`config.mk`:
```
export PLATFORM = sky130hd
export DESIGN_NAME = vga_sync_gen
export DESIGN_NICKNAME = d
export VERILOG_FILES = /design/src/rtl/vga_sync_gen.sv
export SDC_FILE = /design/constraint.sdc
export NUM_CORES = 1
export LEC_CHECK = 0
export CAP_MARGIN = 20
export CORE_MARGIN = 2
export CORE_UTILIZATION = 52
export CTS_CLUSTER_DIAMETER = 30
export DETAILED_ROUTE_END_ITERATION = 8
export GPL_ROUTABILITY_DRIVEN = 0
export HOLD_SLACK_MARGIN = 0.15
export PLACE_DENSITY_LB_ADDON = 0.3
export SYNTH_ARGS = -nofsm -noshare
export SYNTH_HDL_FRONTEND = slang
export SYNTH_SLANG_ARGS = --single-unit
```
`constraint.sdc`:
```
create_clock -name clk -period 2.4 [get_ports clk]
set_input_delay 0.24 -clock clk [delete_from_list [all_inputs] [get_ports clk]]
set_output_delay 0.24 -clock clk [all_outputs]
set_load 0.02 [all_outputs]
```
`src/rtl/vga_sync_gen.sv`:
```
// rtl/vga_sync_gen.sv - 640x480@60Hz VGA timing generator (pixel enable, h/v counters, syncs)
//
// Ports:
//   clk        system clock (100 MHz nominal)
//   rst        asynchronous active-low reset (0 = reset)
//   hsync      horizontal sync, active-low, registered
//   vsync      vertical sync, active-low, registered
//   video_on   high while (pixel_x, pixel_y) is inside the visible area
//   p_tick     one-clk pixel enable, once every CLK_DIV clocks
//   pixel_x    current horizontal count, 0..H_TOTAL-1
//   pixel_y    current vertical count, 0..V_TOTAL-1
//   frame_tick (only when VGA_FRAME_TICK_EN is defined) one-clk pulse on the
//              pixel tick that leaves the last visible pixel of the frame
//
// Optional feature macro: VGA_FRAME_TICK_EN
module vga_sync_gen #(
    parameter int CLK_DIV   = 4,
    parameter int H_DISPLAY = 640,
    parameter int H_FRONT   = 16,
    parameter int H_RETRACE = 96,
    parameter int H_BACK    = 48,
    parameter int V_DISPLAY = 480,
    parameter int V_FRONT   = 10,
    parameter int V_RETRACE = 2,
    parameter int V_BACK    = 33
) (
    input  logic       clk,
    input  logic       rst,
    output logic       hsync,
    output logic       vsync,
    output logic       video_on,
    output logic       p_tick,
    output logic [9:0] pixel_x,
`ifdef VGA_FRAME_TICK_EN
    output logic [9:0] pixel_y,
    output logic       frame_tick
`else
    output logic [9:0] pixel_y
`endif
);

    localparam int H_TOTAL = H_DISPLAY + H_FRONT + H_RETRACE + H_BACK;
    localparam int V_TOTAL = V_DISPLAY + V_FRONT + V_RETRACE + V_BACK;

    localparam logic [3:0] DIV_MAX  = 4'(CLK_DIV - 1);
    localparam logic [9:0] H_MAX    = 10'(H_TOTAL - 1);
    localparam logic [9:0] V_MAX    = 10'(V_TOTAL - 1);
    localparam logic [9:0] H_VIS    = 10'(H_DISPLAY);
    localparam logic [9:0] V_VIS    = 10'(V_DISPLAY);
    localparam logic [9:0] HS_START = 10'(H_DISPLAY + H_FRONT);
    localparam logic [9:0] HS_END   = 10'(H_DISPLAY + H_FRONT + H_RETRACE - 1);
    localparam logic [9:0] VS_START = 10'(V_DISPLAY + V_FRONT);
    localparam logic [9:0] VS_END   = 10'(V_DISPLAY + V_FRONT + V_RETRACE - 1);

    logic [3:0] div_cnt;
    logic [9:0] h_cnt;
    logic [9:0] v_cnt;
    logic [9:0] h_next;
    logic [9:0] v_next;
    logic       hsync_next;
    logic       vsync_next;
    logic       div_last;

    assign div_last = (div_cnt == DIV_MAX);

    // Next-state counters. The vertical counter only moves on the pixel tick
    // where the horizontal counter wraps, so (H_MAX,V_MAX) -> (0,0) is one step.
    always_comb begin
        h_next = h_cnt;
        v_next = v_cnt;
        if (p_tick) begin
            if (h_cnt == H_MAX) begin
                h_next = '0;
                if (v_cnt == V_MAX) begin
                    v_next = '0;
                end else begin
                    v_next = v_cnt + 10'd1;
                end
            end else begin
                h_next = h_cnt + 10'd1;
            end
        end
    end

    // Syncs are decoded from the next counts so the registered syncs change
    // on the same edge as pixel_x/pixel_y, with no pipeline skew.
    always_comb begin
        hsync_next = !((h_next >= HS_START) && (h_next <= HS_END));
        vsync_next = !((v_next >= VS_START) && (v_next <= VS_END));
    end

    always_ff @(posedge clk or negedge rst) begin
        if (!rst) begin
            div_cnt <= '0;
            p_tick  <= 1'b0;
            h_cnt   <= '0;
            v_cnt   <= '0;
            hsync   <= 1'b1;
            vsync   <= 1'b1;
        end else begin
            div_cnt <= div_last ? 4'd0 : div_cnt + 4'd1;
            p_tick  <= div_last;
            h_cnt   <= h_next;
            v_cnt   <= v_next;
            hsync   <= hsync_next;
            vsync   <= vsync_next;
        end
    end

`ifdef VGA_FRAME_TICK_EN
    // Registered alongside p_tick: the counters are stable during the div_last
    // cycle (p_tick is low then), so this fires together with the p_tick that
    // moves the position off the last visible pixel.
    always_ff @(posedge clk or negedge rst) begin
        if (!rst) begin
            frame_tick <= 1'b0;
        end else begin
            frame_tick <= div_last && (h_cnt == H_VIS - 10'd1) && (v_cnt == V_VIS - 10'd1);
        end
    end
`endif

    assign video_on = (h_cnt < H_VIS) && (v_cnt < V_VIS);
    assign pixel_x  = h_cnt;
    assign pixel_y  = v_cnt;

endmodule
```
==> out/metrics.cfg <==
[outcome]
status=completed

[power]
power.leakage_uw=0.000762
vdd_ir_drop_max_mv=0.395
total_power_uw=677
p_per_area_nw_per_um2=376

[clock_network]
cts_setup_buffers=0
clockBufferDepth=2
cts_resized=0
cts_root_buf=clkbuf_4
numCtsBuffers=3
clock-sinks=27
htreeDepth=1
tritoncts=done
clk_pin_slew_ns=0.16
worstSkewPairLatency_ns=0.33

[die]
die_area_um2=3300
initial_utilization_pct=54.4
core_area_um2=2730
fp-row-count=19
dieHeight_um=57.5
die_w_um=57.5
num_io_pins=26

[layout]
fin_nets=184
syn_to_final_growth_pct=21.0
num_antenna_cells=0
layout-drive-gt1-share_pct=9.60
fin_area_um2=1800

[placed_design]
post-dp-hpwl_um=2590
dpl_worst_slack_ns=0.149
dpl-instance-area_um2=1770
io_buffers=25

[synthesis]
ys_top_cells_by_count=25 x dfrtp_1, 13 x nand3_1, 10 x nand2_1
synth_flop_cell=dfrtp_1
synth_top_cell_area_share_pct=42.1
yosysSeqAreaShare_pct=45.6
syn_avg_cell_area_um2=9.91
syn_area_um2=1490
yosysMostFrequentCell=dfrtp_1
synthDistinctLibCells=43
syn-instance-count=150
async_flop_share_pct=100
synth_seq_cells=27
synth_edf_count=0
yosys_warnings=0
synth.area.top_cells=dfrtp_1 42%, nand3_1 4.4%, dfstp_2 3.5%
synth_nets=156
synth_area_leader_cell=dfrtp_1

[global_routing]
grt_antenna_before_repair=0
grt_pass1_vias=1182
grtUsageTotal_pct=21.9
grt_max_degree=17
grt-ovfl-total=0
grt_pass1_wl_um=5550

[sta]
hold_slack_ns=0.227
final-hold-violation-count=0
rsz0062_at_grt=false
finalSetupViolCount=0
maxSlewViolCount=0
post-route-period-util_pct=93.1
finClkSkew_ns=0.00387
fin_crit_ns=2.23
timing.fmax_mhz=448
worst_pin_slew_ns=0.522
fin_tns_setup_ns=0
layout_setup_ws_ns=0.166
relSlewSlack_pct=65.1

[routing]
drc_errors=0
drt-pass1-iter-count=5
drt_iter0_markers=60
drtAntennaViolNets=0
wl_met2_um=1640
route.met3.wl_um=195
wl_per_cell_um=16.1
vias_per_cell=6.15
wl_um=3340
met1_length_um=1460
vias=1279
highest_layer=met4

[setup_path]
crit_fanout=11
end_kind=register
critPathKind=reg -> reg
worstPathCellList=ha_1 -> nand4_2 -> or3_4 -> or4_1 -> a22oi_1 -> nand4b_1
cpPeakStageDelay_ns=0.54
cp-start-kind=register
cp_data_arrival_time_ns=2.50
critPathRequiredTime_ns=2.66
critPathSlowestCell=or4_1

[run]
maxCapViolCount=0

[hold_path]
hold_path.class=in -> async

[final cells by class]
type / instances / area, um^2
Sequential cell: 27 / 678
Fill cell: 246 / 936
Tap cell: 31 / 38.8
Clock buffer: 3 / 22.5
Inverter: 7 / 26.3
Multi-Input combinational cell: 109 / 737
Clock inverter: 1 / 7.51
Timing Repair Buffer: 30 / 288
[registers in the layout, summed over array words and instances, names as in the netlist]
name	cells
pixel_x	10
pixel_y	10
div_cnt	4
hsync	1
p_tick	1
vsync	1
[through the flow]
step / cells / utilization (%)
2_1_floorplan: 150 / -
3_3_place_gp: 204 / 64.7
3_5_place_dp: 204 / 64.7
4_1_cts: 208 / 65.8
5_1_grt: 208 / 65.8
6_report: 208 / 65.8
[layer usage]
metal,track usage [%],vias to the layer above
met3,3.63,6
met4,8.31,0
met1,30.8,631
li1,-,604
met5,0,-
met2,34.1,38
[report_power, final]
part	leakage (uW)	switching [uW]	internal, uW
Sequential	0.000356	0	455
Combinational	0.000392	8.85	2.48
Clock	0.0000139	146	63.7
Total	0.000762	155	522
[layout by cell type, fill, tap and decap left out, types with 2 or more instances in the layout]
master            n
dfrtp_1          25
clkdlybuf4s50_1  25
nand3_1          13
nand2_1          10
o21ai_0           9
inv_1             7
nor2_1            6
nand4_1           5
xnor2_1           5
nor3_1            5
buf_4             5
nand2b_1          4
a21oi_1           4
o31ai_1           4
xor2_1            4
ha_1              4
or3_1             3
and3_1            3
clkbuf_4          3
or4_1             2
nor4_1            2
nor3b_1           2
mux2i_1           2
a31oi_1           2
nor2b_1           2
o21a_1            2
dfstp_2           2
[final timing paths]
| kind | startpoint | to | slack, ns | cells past startpoint |
|---|---|---|---|---|
| worst max-delay path | pixel_x[0]$_DFF_PN0_ | vsync$_DFF_PN1_ | 0.17 | 6 |
| worst max register to register | pixel_x[0]$_DFF_PN0_ | vsync$_DFF_PN1_ | 0.17 | 6 |
| min in group clk | div_cnt[0]$_DFF_PN0_ | div_cnt[0]$_DFF_PN0_ | 0.50 | 1 |
| max in group asynchronous | rst | pixel_x[3]$_DFF_PN0_ | 1.56 | 2 |
| worst min register to register | div_cnt[0]$_DFF_PN0_ | div_cnt[0]$_DFF_PN0_ | 0.50 | 1 |
| worst min-delay path | rst | pixel_y[5]$_DFF_PN0_ | 0.23 | 1 |
[timing repair]
action	in CTS	in global routing
endpoints found under the setup margin	0	1
hold endpoints to repair	0	0
hold buffers	0	0
[kinds of logic (layout without fill, tap and decap cells)]
group | count (synthesis) | after routing | share of synthesized area [%]
and+or+nand+nor | 66 | 66 | 27.1
AOI/OAI and AO/OA | 28 | 28 | 12.5
DFF | 27 | 27 | 45.6
buffers and inverters | 14 | 41 | 4.80
xor gates and xnor gates | 9 | 9 | 5.30
adders and majority gates | 4 | 4 | 3.37
muxes | 2 | 2 | 1.35
[worst max-delay path: cells and delay by family (launching register included)]
family / cells / cell delay, ns
AOI/OAI and AO/OA: 1 / 0.25
adders and majority gates: 1 / 0.21
DFF: 1 / 0.45
and+or+nand+nor: 4 / 1.25
No activity file was read; power rests on OpenSTA's default activity.
